`src/rtl/morse_char_tx_pkg.sv`:
```
// ---------------------------------------------------------------------------
// morse_char_tx_pkg
// Shared Morse definitions: unit-count constants, the transmitter state
// encoding, the {len, pat} code record and the ASCII -> Morse lookup.
// The receive-side decoder uses the same lookup so both directions agree.
// ---------------------------------------------------------------------------
package morse_char_tx_pkg;

   // Durations in Morse units
   localparam logic [2:0] DOT_U      = 3'd1;
   localparam logic [2:0] DASH_U     = 3'd3;
   localparam logic [2:0] ELEM_GAP_U = 3'd1;
   localparam logic [2:0] CHAR_GAP_U = 3'd3;
   localparam logic [2:0] WORD_GAP_U = 3'd7;

   // pat is left-aligned, MSB first, 1 = dash, 0 = dot; len is 1..5
   typedef struct packed {
      logic [2:0] len;
      logic [4:0] pat;
   } morse_code_t;

   typedef struct packed {
      logic        valid;
      logic        is_space;
      morse_code_t code;
   } morse_lookup_t;

   typedef enum logic [2:0] {
      ST_IDLE     = 3'd0,
      ST_MARK     = 3'd1,
      ST_ELEM_GAP = 3'd2,
      ST_CHAR_GAP = 3'd3,
      ST_WORD_GAP = 3'd4
   } tx_state_t;

   // Lower-case letters fold onto upper case; space is valid with no code.
   function automatic morse_lookup_t ascii_to_morse(input logic [7:0] c);
      morse_lookup_t r;
      logic [7:0]    u;
      if ((c >= 8'h61) && (c <= 8'h7A)) begin
         u = c - 8'h20;
      end else begin
         u = c;
      end
      r = {1'b1, 1'b0, 3'd0, 5'b00000};
      case (u)
         8'h41: r.code = {3'd2, 5'b01000}; // A .-
         8'h42: r.code = {3'd4, 5'b10000}; // B -...
         8'h43: r.code = {3'd4, 5'b10100}; // C -.-.
         8'h44: r.code = {3'd3, 5'b10000}; // D -..
         8'h45: r.code = {3'd1, 5'b00000}; // E .
         8'h46: r.code = {3'd4, 5'b00100}; // F ..-.
         8'h47: r.code = {3'd3, 5'b11000}; // G --.
         8'h48: r.code = {3'd4, 5'b00000}; // H ....
         8'h49: r.code = {3'd2, 5'b00000}; // I ..
         8'h4A: r.code = {3'd4, 5'b01110}; // J .---
         8'h4B: r.code = {3'd3, 5'b10100}; // K -.-
         8'h4C: r.code = {3'd4, 5'b01000}; // L .-..
         8'h4D: r.code = {3'd2, 5'b11000}; // M --
         8'h4E: r.code = {3'd2, 5'b10000}; // N -.
         8'h4F: r.code = {3'd3, 5'b11100}; // O ---
         8'h50: r.code = {3'd4, 5'b01100}; // P .--.
         8'h51: r.code = {3'd4, 5'b11010}; // Q --.-
         8'h52: r.code = {3'd3, 5'b01000}; // R .-.
         8'h53: r.code = {3'd3, 5'b00000}; // S ...
         8'h54: r.code = {3'd1, 5'b10000}; // T -
         8'h55: r.code = {3'd3, 5'b00100}; // U ..-
         8'h56: r.code = {3'd4, 5'b00010}; // V ...-
         8'h57: r.code = {3'd3, 5'b01100}; // W .--
         8'h58: r.code = {3'd4, 5'b10010}; // X -..-
         8'h59: r.code = {3'd4, 5'b10110}; // Y -.--
         8'h5A: r.code = {3'd4, 5'b11000}; // Z --..
         8'h30: r.code = {3'd5, 5'b11111}; // 0 -----
         8'h31: r.code = {3'd5, 5'b01111}; // 1 .----
         8'h32: r.code = {3'd5, 5'b00111}; // 2 ..---
         8'h33: r.code = {3'd5, 5'b00011}; // 3 ...--
         8'h34: r.code = {3'd5, 5'b00001}; // 4 ....-
         8'h35: r.code = {3'd5, 5'b00000}; // 5 .....
         8'h36: r.code = {3'd5, 5'b10000}; // 6 -....
         8'h37: r.code = {3'd5, 5'b11000}; // 7 --...
         8'h38: r.code = {3'd5, 5'b11100}; // 8 ---..
         8'h39: r.code = {3'd5, 5'b11110}; // 9 ----.
         8'h20: r.is_space = 1'b1;
         default: r.valid = 1'b0;
      endcase
      return r;
   endfunction

endpackage

```
`src/rtl/morse_char_tx_if.sv`:
```
// ---------------------------------------------------------------------------
// morse_char_tx_if
// Character-source handshake plus transmitter status.
//   char_code : ASCII character, sampled on an accepting edge
//   send      : request, accepted when send && ready
//   ready     : transmitter can take a character this cycle
//   busy      : transmission (or word gap) in progress
//   key_out   : Morse key, 1 = mark
//   done      : one-cycle pulse after the trailing gap
//   invalid   : one-cycle pulse after an unsupported character is accepted
// master = character source, slave = transmitter.
// ---------------------------------------------------------------------------
interface morse_char_tx_if;
   logic [7:0] char_code;
   logic       send;
   logic       ready;
   logic       busy;
   logic       key_out;
   logic       done;
   logic       invalid;

   modport master (
      output char_code, send,
      input  ready, busy, key_out, done, invalid
   );

   modport slave (
      input  char_code, send,
      output ready, busy, key_out, done, invalid
   );
endinterface

```
`src/rtl/morse_char_tx_unit_timer.sv`:
```
// ---------------------------------------------------------------------------
// morse_char_tx_unit_timer
// Down-counter measuring whole Morse units.
//   clk, rst : clock, synchronous active-high reset
//   clear    : force the count to zero (abort)
//   load     : load units*UNIT_CYCLES-1
//   units    : duration in Morse units (1..7)
//   expired  : count reads zero; the owning state ends on this edge
// ---------------------------------------------------------------------------
module morse_char_tx_unit_timer #(
   parameter int unsigned UNIT_CYCLES = 32'd12_500_000
) (
   input  logic       clk,
   input  logic       rst,
   input  logic       clear,
   input  logic       load,
   input  logic [2:0] units,
   output logic       expired
);

   localparam int unsigned CW = $clog2(7 * UNIT_CYCLES);

   logic [CW-1:0] count_r;
   logic [CW-1:0] load_val_s;

   // Reload value: n units last n*UNIT_CYCLES cycles including the zero cycle
   always_comb begin
      load_val_s = (CW'(units) * CW'(UNIT_CYCLES)) - CW'(1);
   end

   // Count down to zero and hold there until reloaded
   always_ff @(posedge clk) begin
      if (rst) begin
         count_r <= '0;
      end else if (clear) begin
         count_r <= '0;
      end else if (load) begin
         count_r <= load_val_s;
      end else if (count_r != '0) begin
         count_r <= count_r - CW'(1);
      end else begin
         count_r <= count_r;
      end
   end

   assign expired = (count_r == '0);

endmodule

```
`src/rtl/morse_char_tx.sv`:
```
// ---------------------------------------------------------------------------
// morse_char_tx
// Accepts one ASCII character per handshake and keys it out as International
// Morse with standard unit timing (dot 1, dash 3, element gap 1, character
// gap 3, word gap 7 units).
//   clk : system clock, rising edge
//   rst : synchronous active-high reset
//   en  : block enable; low aborts any transmission without a done pulse
//   bus : slave side of morse_char_tx_if (char_code/send in; ready, busy,
//         key_out, done, invalid out). ready is combinational, the rest
//         are registered.
// ---------------------------------------------------------------------------
module morse_char_tx
   import morse_char_tx_pkg::*;
#(
   parameter int unsigned UNIT_CYCLES = 32'd12_500_000
) (
   input  logic             clk,
   input  logic             rst,
   input  logic             en,
   morse_char_tx_if.slave   bus
);

   tx_state_t     state_r;
   logic [3:0]    tail_r;    // pattern bits still to send after the current element
   logic [2:0]    remain_r;  // elements left, including the one being keyed
   logic          key_out_r;
   logic          busy_r;
   logic          done_r;
   logic          invalid_r;

   morse_lookup_t lookup_s;
   logic          ready_s;
   logic          accept_s;
   logic          abort_s;
   logic          timer_load_s;
   logic          timer_clear_s;
   logic [2:0]    timer_units_s;
   logic          timer_expired_s;

   assign lookup_s = ascii_to_morse(bus.char_code);
   assign ready_s  = en && (state_r == ST_IDLE);
   assign accept_s = bus.send && ready_s;
   assign abort_s  = (!en) && (state_r != ST_IDLE);

   // Timer control: reload on every state entry so states chain without gaps
   always_comb begin
      timer_load_s  = 1'b0;
      timer_clear_s = 1'b0;
      timer_units_s = DOT_U;
      if (abort_s) begin
         timer_clear_s = 1'b1;
      end else begin
         case (state_r)
            ST_IDLE: begin
               if (accept_s && lookup_s.valid) begin
                  timer_load_s = 1'b1;
                  if (lookup_s.is_space) begin
                     timer_units_s = WORD_GAP_U;
                  end else begin
                     timer_units_s = lookup_s.code.pat[4] ? DASH_U : DOT_U;
                  end
               end else begin
                  timer_load_s = 1'b0;
               end
            end
            ST_MARK: begin
               if (timer_expired_s) begin
                  timer_load_s  = 1'b1;
                  timer_units_s = (remain_r > 3'd1) ? ELEM_GAP_U : CHAR_GAP_U;
               end else begin
                  timer_load_s = 1'b0;
               end
            end
            ST_ELEM_GAP: begin
               if (timer_expired_s) begin
                  timer_load_s  = 1'b1;
                  timer_units_s = tail_r[3] ? DASH_U : DOT_U;
               end else begin
                  timer_load_s = 1'b0;
               end
            end
            default: begin
               timer_load_s = 1'b0;
            end
         endcase
      end
   end

   morse_char_tx_unit_timer #(
      .UNIT_CYCLES (UNIT_CYCLES)
   ) u_timer (
      .clk     (clk),
      .rst     (rst),
      .clear   (timer_clear_s),
      .load    (timer_load_s),
      .units   (timer_units_s),
      .expired (timer_expired_s)
   );

   // Transmit FSM with registered key/status outputs
   always_ff @(posedge clk) begin
      if (rst) begin
         state_r   <= ST_IDLE;
         tail_r    <= 4'b0000;
         remain_r  <= 3'd0;
         key_out_r <= 1'b0;
         busy_r    <= 1'b0;
         done_r    <= 1'b0;
         invalid_r <= 1'b0;
      end else begin
         done_r    <= 1'b0;
         invalid_r <= 1'b0;
         if (abort_s) begin
            state_r   <= ST_IDLE;
            key_out_r <= 1'b0;
            busy_r    <= 1'b0;
         end else begin
            case (state_r)
               ST_IDLE: begin
                  if (accept_s) begin
                     if (!lookup_s.valid) begin
                        invalid_r <= 1'b1;
                     end else if (lookup_s.is_space) begin
                        state_r   <= ST_WORD_GAP;
                        busy_r    <= 1'b1;
                        key_out_r <= 1'b0;
                     end else begin
                        state_r   <= ST_MARK;
                        tail_r    <= lookup_s.code.pat[3:0];
                        remain_r  <= lookup_s.code.len;
                        busy_r    <= 1'b1;
                        key_out_r <= 1'b1;
                     end
                  end
               end
               ST_MARK: begin
                  if (timer_expired_s) begin
                     key_out_r <= 1'b0;
                     state_r   <= (remain_r > 3'd1) ? ST_ELEM_GAP : ST_CHAR_GAP;
                  end
               end
               ST_ELEM_GAP: begin
                  if (timer_expired_s) begin
                     tail_r    <= {tail_r[2:0], 1'b0};
                     remain_r  <= remain_r - 3'd1;
                     key_out_r <= 1'b1;
                     state_r   <= ST_MARK;
                  end
               end
               ST_CHAR_GAP, ST_WORD_GAP: begin
                  if (timer_expired_s) begin
                     state_r <= ST_IDLE;
                     busy_r  <= 1'b0;
                     done_r  <= 1'b1;
                  end
               end
               default: begin
                  state_r   <= ST_IDLE;
                  key_out_r <= 1'b0;
                  busy_r    <= 1'b0;
               end
            endcase
         end
      end
   end

   assign bus.ready   = ready_s;
   assign bus.busy    = busy_r;
   assign bus.key_out = key_out_r;
   assign bus.done    = done_r;
   assign bus.invalid = invalid_r;

endmodule

```
`src/flat_wrapper.sv`:
```
// flat-port wrapper written by rule: the top's interface ports become plain ports
module morse_char_tx_flat import morse_char_tx_pkg::*;
#(
   parameter int unsigned UNIT_CYCLES = 32'd12_500_000
)
  (clk, rst, en, bus_char_code, bus_send, bus_ready, bus_busy, bus_key_out, bus_done, bus_invalid);
  morse_char_tx_if bus_i ();
  input  logic clk;
  input  logic rst;
  input  logic en;
  input wire logic [$bits(bus_i.char_code)-1:0] bus_char_code;
  input wire logic [$bits(bus_i.send)-1:0] bus_send;
  output wire logic [$bits(bus_i.ready)-1:0] bus_ready;
  output wire logic [$bits(bus_i.busy)-1:0] bus_busy;
  output wire logic [$bits(bus_i.key_out)-1:0] bus_key_out;
  output wire logic [$bits(bus_i.done)-1:0] bus_done;
  output wire logic [$bits(bus_i.invalid)-1:0] bus_invalid;
  assign bus_i.char_code = bus_char_code;
  assign bus_i.send = bus_send;
  assign bus_ready = bus_i.ready;
  assign bus_busy = bus_i.busy;
  assign bus_key_out = bus_i.key_out;
  assign bus_done = bus_i.done;
  assign bus_invalid = bus_i.invalid;
  morse_char_tx #(.UNIT_CYCLES(UNIT_CYCLES)) u_core (.clk(clk), .rst(rst), .en(en), .bus(bus_i));
endmodule
```
`config.mk`:
```
export PLATFORM = sky130hd
export DESIGN_NAME = morse_char_tx_flat
export DESIGN_NICKNAME = d
export VERILOG_FILES = /design/src/rtl/morse_char_tx_pkg.sv /design/src/rtl/morse_char_tx_if.sv /design/src/rtl/morse_char_tx_unit_timer.sv /design/src/rtl/morse_char_tx.sv /design/src/flat_wrapper.sv
export SDC_FILE = /design/constraint.sdc
export NUM_CORES = 1
export LEC_CHECK = 0
export CAP_MARGIN = 20
export CORE_ASPECT_RATIO = 1.5
export CORE_MARGIN = 2
export CORE_UTILIZATION = 35
export CTS_CLUSTER_SIZE = 20
export DETAILED_ROUTE_END_ITERATION = 8
export REMOVE_ABC_BUFFERS = 1
export SYNTH_ARGS = -nofsm -noshare
export SYNTH_HDL_FRONTEND = slang
export SYNTH_SLANG_ARGS = --single-unit
```
`constraint.sdc`:
```
create_clock -name clk -period 2.67 [get_ports clk]
set_clock_uncertainty 0.05 [all_clocks]
set_input_delay 0.267 -clock clk [delete_from_list [all_inputs] [get_ports clk]]
set_output_delay 0.267 -clock clk [all_outputs]
set_load 0.1 [all_outputs]
```
==> qor.txt <==
Primary FF master, synth: dfxtp_1
cell count after synthesis: 406
max-cap viol count: 0
Post-synth EDFFs: 0
syn avg cell area: 7.78 um2
fraction of registers with async set/reset: 0
IO buf count: 16
io pins: 17
layout cell share with drive strength beyond 1: 0.323
Tmin final: 2.62 ns
TNS Setup: 0 ns
status: finished, final reports clean
initial antenna violation count: 0
slowest library cell on the worst path: or4_1
Slew Limit Fails: 0
Total GRT Usage: 0.196
pin count of the biggest net entering global routing: 31
NetSw: 1.50 mW
synthesis-to-layout area growth: 40.5%
kind of critical path: register to register
Sequential Area: 821 um2
antenna cell count: 0
NumNets Final: 527
Routed Wire Length: 9430 um
hold path depth: 2
Post-synth top cells: dfxtp_1 (41), a21oi_1 (36), nor2_1 (31)
core area: 8780 um2
fillers: 864
element type at the critical path end: register
# DRC: 0
final instance area: 4440 um2
fin util: 0.506
most common cell in the netlist: dfxtp_1
Synth Cell Area: 3160 um2
Critical Path RT: 2.82 ns
R2R Path End: u_core.state_r[0]
initial drt markers: 243
Initial Util: 0.360
placed cell area: 3990 um2
sequential share of the synthesized area: 0.260
Int Pwr: 2.33 mW
first-pass GRT wire length: 15,200 um
r2r worst-path depth: 8
CP cell instances: or4_1 -> buf_4 -> or2_2 -> nor4_4 -> buf_6 -> maj3_1 -> nor3_1 -> nor4_2
Via-to-Cell Ratio: 5.42
grt total ovfl: 0
Final setup viols: 0
# rows: 42
area share of the largest cell type after synthesis: 0.260
Yosys cell types: 71
flop2flop setup slack: 0.05 ns
total CTS buffers: 5
area of the multi-input gates: 2310 um2
Die ar.: 9820 um2
Chip Height: 120 um
drt pass-1 iters: 4
peak fanout along the critical path: 15
Hold Crit Start: u_core.bus.key_out
crit path buf inv count: 2
HPWL after detailed placement: 6910 um
CP delay by family, top: simple AND/OR/NAND/NOR gates
CTS tree: yes
Worst Hold Path EP: u_core.bus.key_out
Combinational Power Share: 0.555
Slew headroom: 0.647
switch share: 0.392
RSZ-0062 raised after global routing: true
CP peak stage delay: 0.58 ns
P per Cell Area: 863 nW/um2
root buf cell: clkbuf_16
Yosys top cell by area: dfxtp_1
crit share post-route: 0.980
worst setup margin: 0.0545 ns
vias post-DR: 3,317
Max VDD drop: 0.639 mV
Final Hold Fails: 0
Ys Warns: 0
Worst-path clk slew: 0.07 ns
DP Worst Slack: -0.611 ns
antenna-violating nets left: 0
register share of total power: 0.237
standby leakage power: 1.80 nW
Die Wd: 81.6 um
worst-margin pin slew: 0.516 ns
fmax: 382 MHz
wire length per cell: 15.4 um
vias in the first global route: 3,335
power share of the clock group: 0.209
Reg-to-Reg Start: u_core.u_timer.count_r[15]
TritonCTS Sinks: 41
Synth Register Bits: 41
Clock Path Buffers: 2
startpoint types: register
Clk Latency, worst-skew pair: 0.29 ns
RePlAce Congestion: 0.898
synth top area cells: dfxtp_1 (26%), a21oi_1 (5.7%), ha_1 (5.5%), xnor2_1 (5.5%), nor3_1 (4.0%)
Hold Crit Class: register to register
H-tree Lvls: 2
Worst EP arrival: 2.77 ns
cell type report:
| cell class | instances | share of cell area |
|---|---|---|
| Clock buffer | 5 | 0.0282 |
| Clock inverter | 3 | 0.0155 |
| Inverter | 16 | 0.0135 |
| Multi-Input combinational cell | 323 | 0.522 |
| Sequential cell | 41 | 0.185 |
| Tap cell | 110 | 0.0310 |
| Timing Repair Buffer | 114 | 0.205 |
worst reg2reg max path, stage by stage, from the launching register on:
cell     delay, ns
dfxtp_1       0.31
or4_1         0.58
buf_4         0.17
or2_2         0.32
nor4_4        0.41
buf_6         0.24
maj3_1        0.19
nor3_1        0.05
nor4_2        0.22
repair_timing:
action,4_1_cts,5_1_grt
buffers inserted,4,6
gates resized for setup,22,24
pin swaps,10,16
hold buffers,0,0
setup endpoints to repair,7,5
metal layers:
layer | share of wire | track usage | up-vias
li1 | - | - | 1663
met1 | 0.39 | 0.215 | 1581
met2 | 0.56 | 0.360 | 53
met3 | 0.021 | 0.0246 | 20
met4 | 0.032 | 0.0948 | 0
met5 | 0 | 0 | -
power groups by stage:
stage          Sequential [mW]  Combinational [mW]  Clock [mW]
2_1_floorplan            0.926                1.30           0
3_3_place_gp             0.906                2.01           0
3_5_place_dp             0.912                2.03           0
4_1_cts                  0.900                2.07       0.806
5_1_grt                  0.929                2.29       0.832
6_report                 0.906                2.12       0.798
through the flow:
stage | hold WS (ns) | cells | power, mW
6_report | 0.415 | 612 | 3.83
5_1_grt | 0.440 | 612 | 4.06
4_1_cts | 0.422 | 606 | 3.78
3_5_place_dp | 0.413 | 594 | 2.94
3_3_place_gp | 0.393 | 594 | 2.92
2_1_floorplan | 0.286 | 380 | 2.22
state kept, by name, indices dropped and copies added (netlist names):
register                count
u_core.bus.done             1
u_core.remain_r             3
u_core.tail_r               4
u_core.bus.busy             1
u_core.u_timer.count_r     27
u_core.state_r              3
u_core.bus.key_out          1
u_core.bus.invalid          1
placed cells by master (no fill, tap or decap), types with 7 or more instances in the layout:
master / Yosys / final
a211oi_1: 8 / 7
a21oi_1: 36 / 34
buf_4: 1 / 98
dfxtp_1: 41 / 41
ha_1: 14 / 10
inv_1: 16 / 14
nand2_1: 29 / 26
nand3_1: 16 / 15
nor2_1: 31 / 29
nor2b_1: 8 / 8
nor3_1: 25 / 23
nor4_1: 7 / 7
o21ai_0: 21 / 20
or2_2: 7 / 7
xnor2_1: 20 / 19
how the worst max path moves through the flow:
stage,startpoint,slack (ns),to,cells after the start
detailed placement,bus_char_code[5],-0.61,u_core.u_timer.count_r[22],15
floorplan,u_core.u_timer.count_r[6],-0.27,u_core.u_timer.count_r[22],11
CTS,bus_char_code[3],0.004,u_core.u_timer.count_r[22],13
global placement,bus_char_code[5],-0.44,u_core.u_timer.count_r[22],15
finish,u_core.u_timer.count_r[15],0.05,u_core.state_r[0],8
global route,bus_char_code[2],-0.03,u_core.u_timer.count_r[15],13
kinds of logic after synthesis:
| group | count (synthesis) | synth area share |
|---|---|---|
| flops | 41 | 0.260 |
| fa+ha+maj | 15 | 0.0586 |
| simple gates | 166 | 0.297 |
| mux | 6 | 0.0198 |
| xor+xnor | 26 | 0.0721 |
| compound gates | 110 | 0.236 |
| buf+inv | 42 | 0.0566 |
No activity file was read; power rests on OpenSTA's default activity.
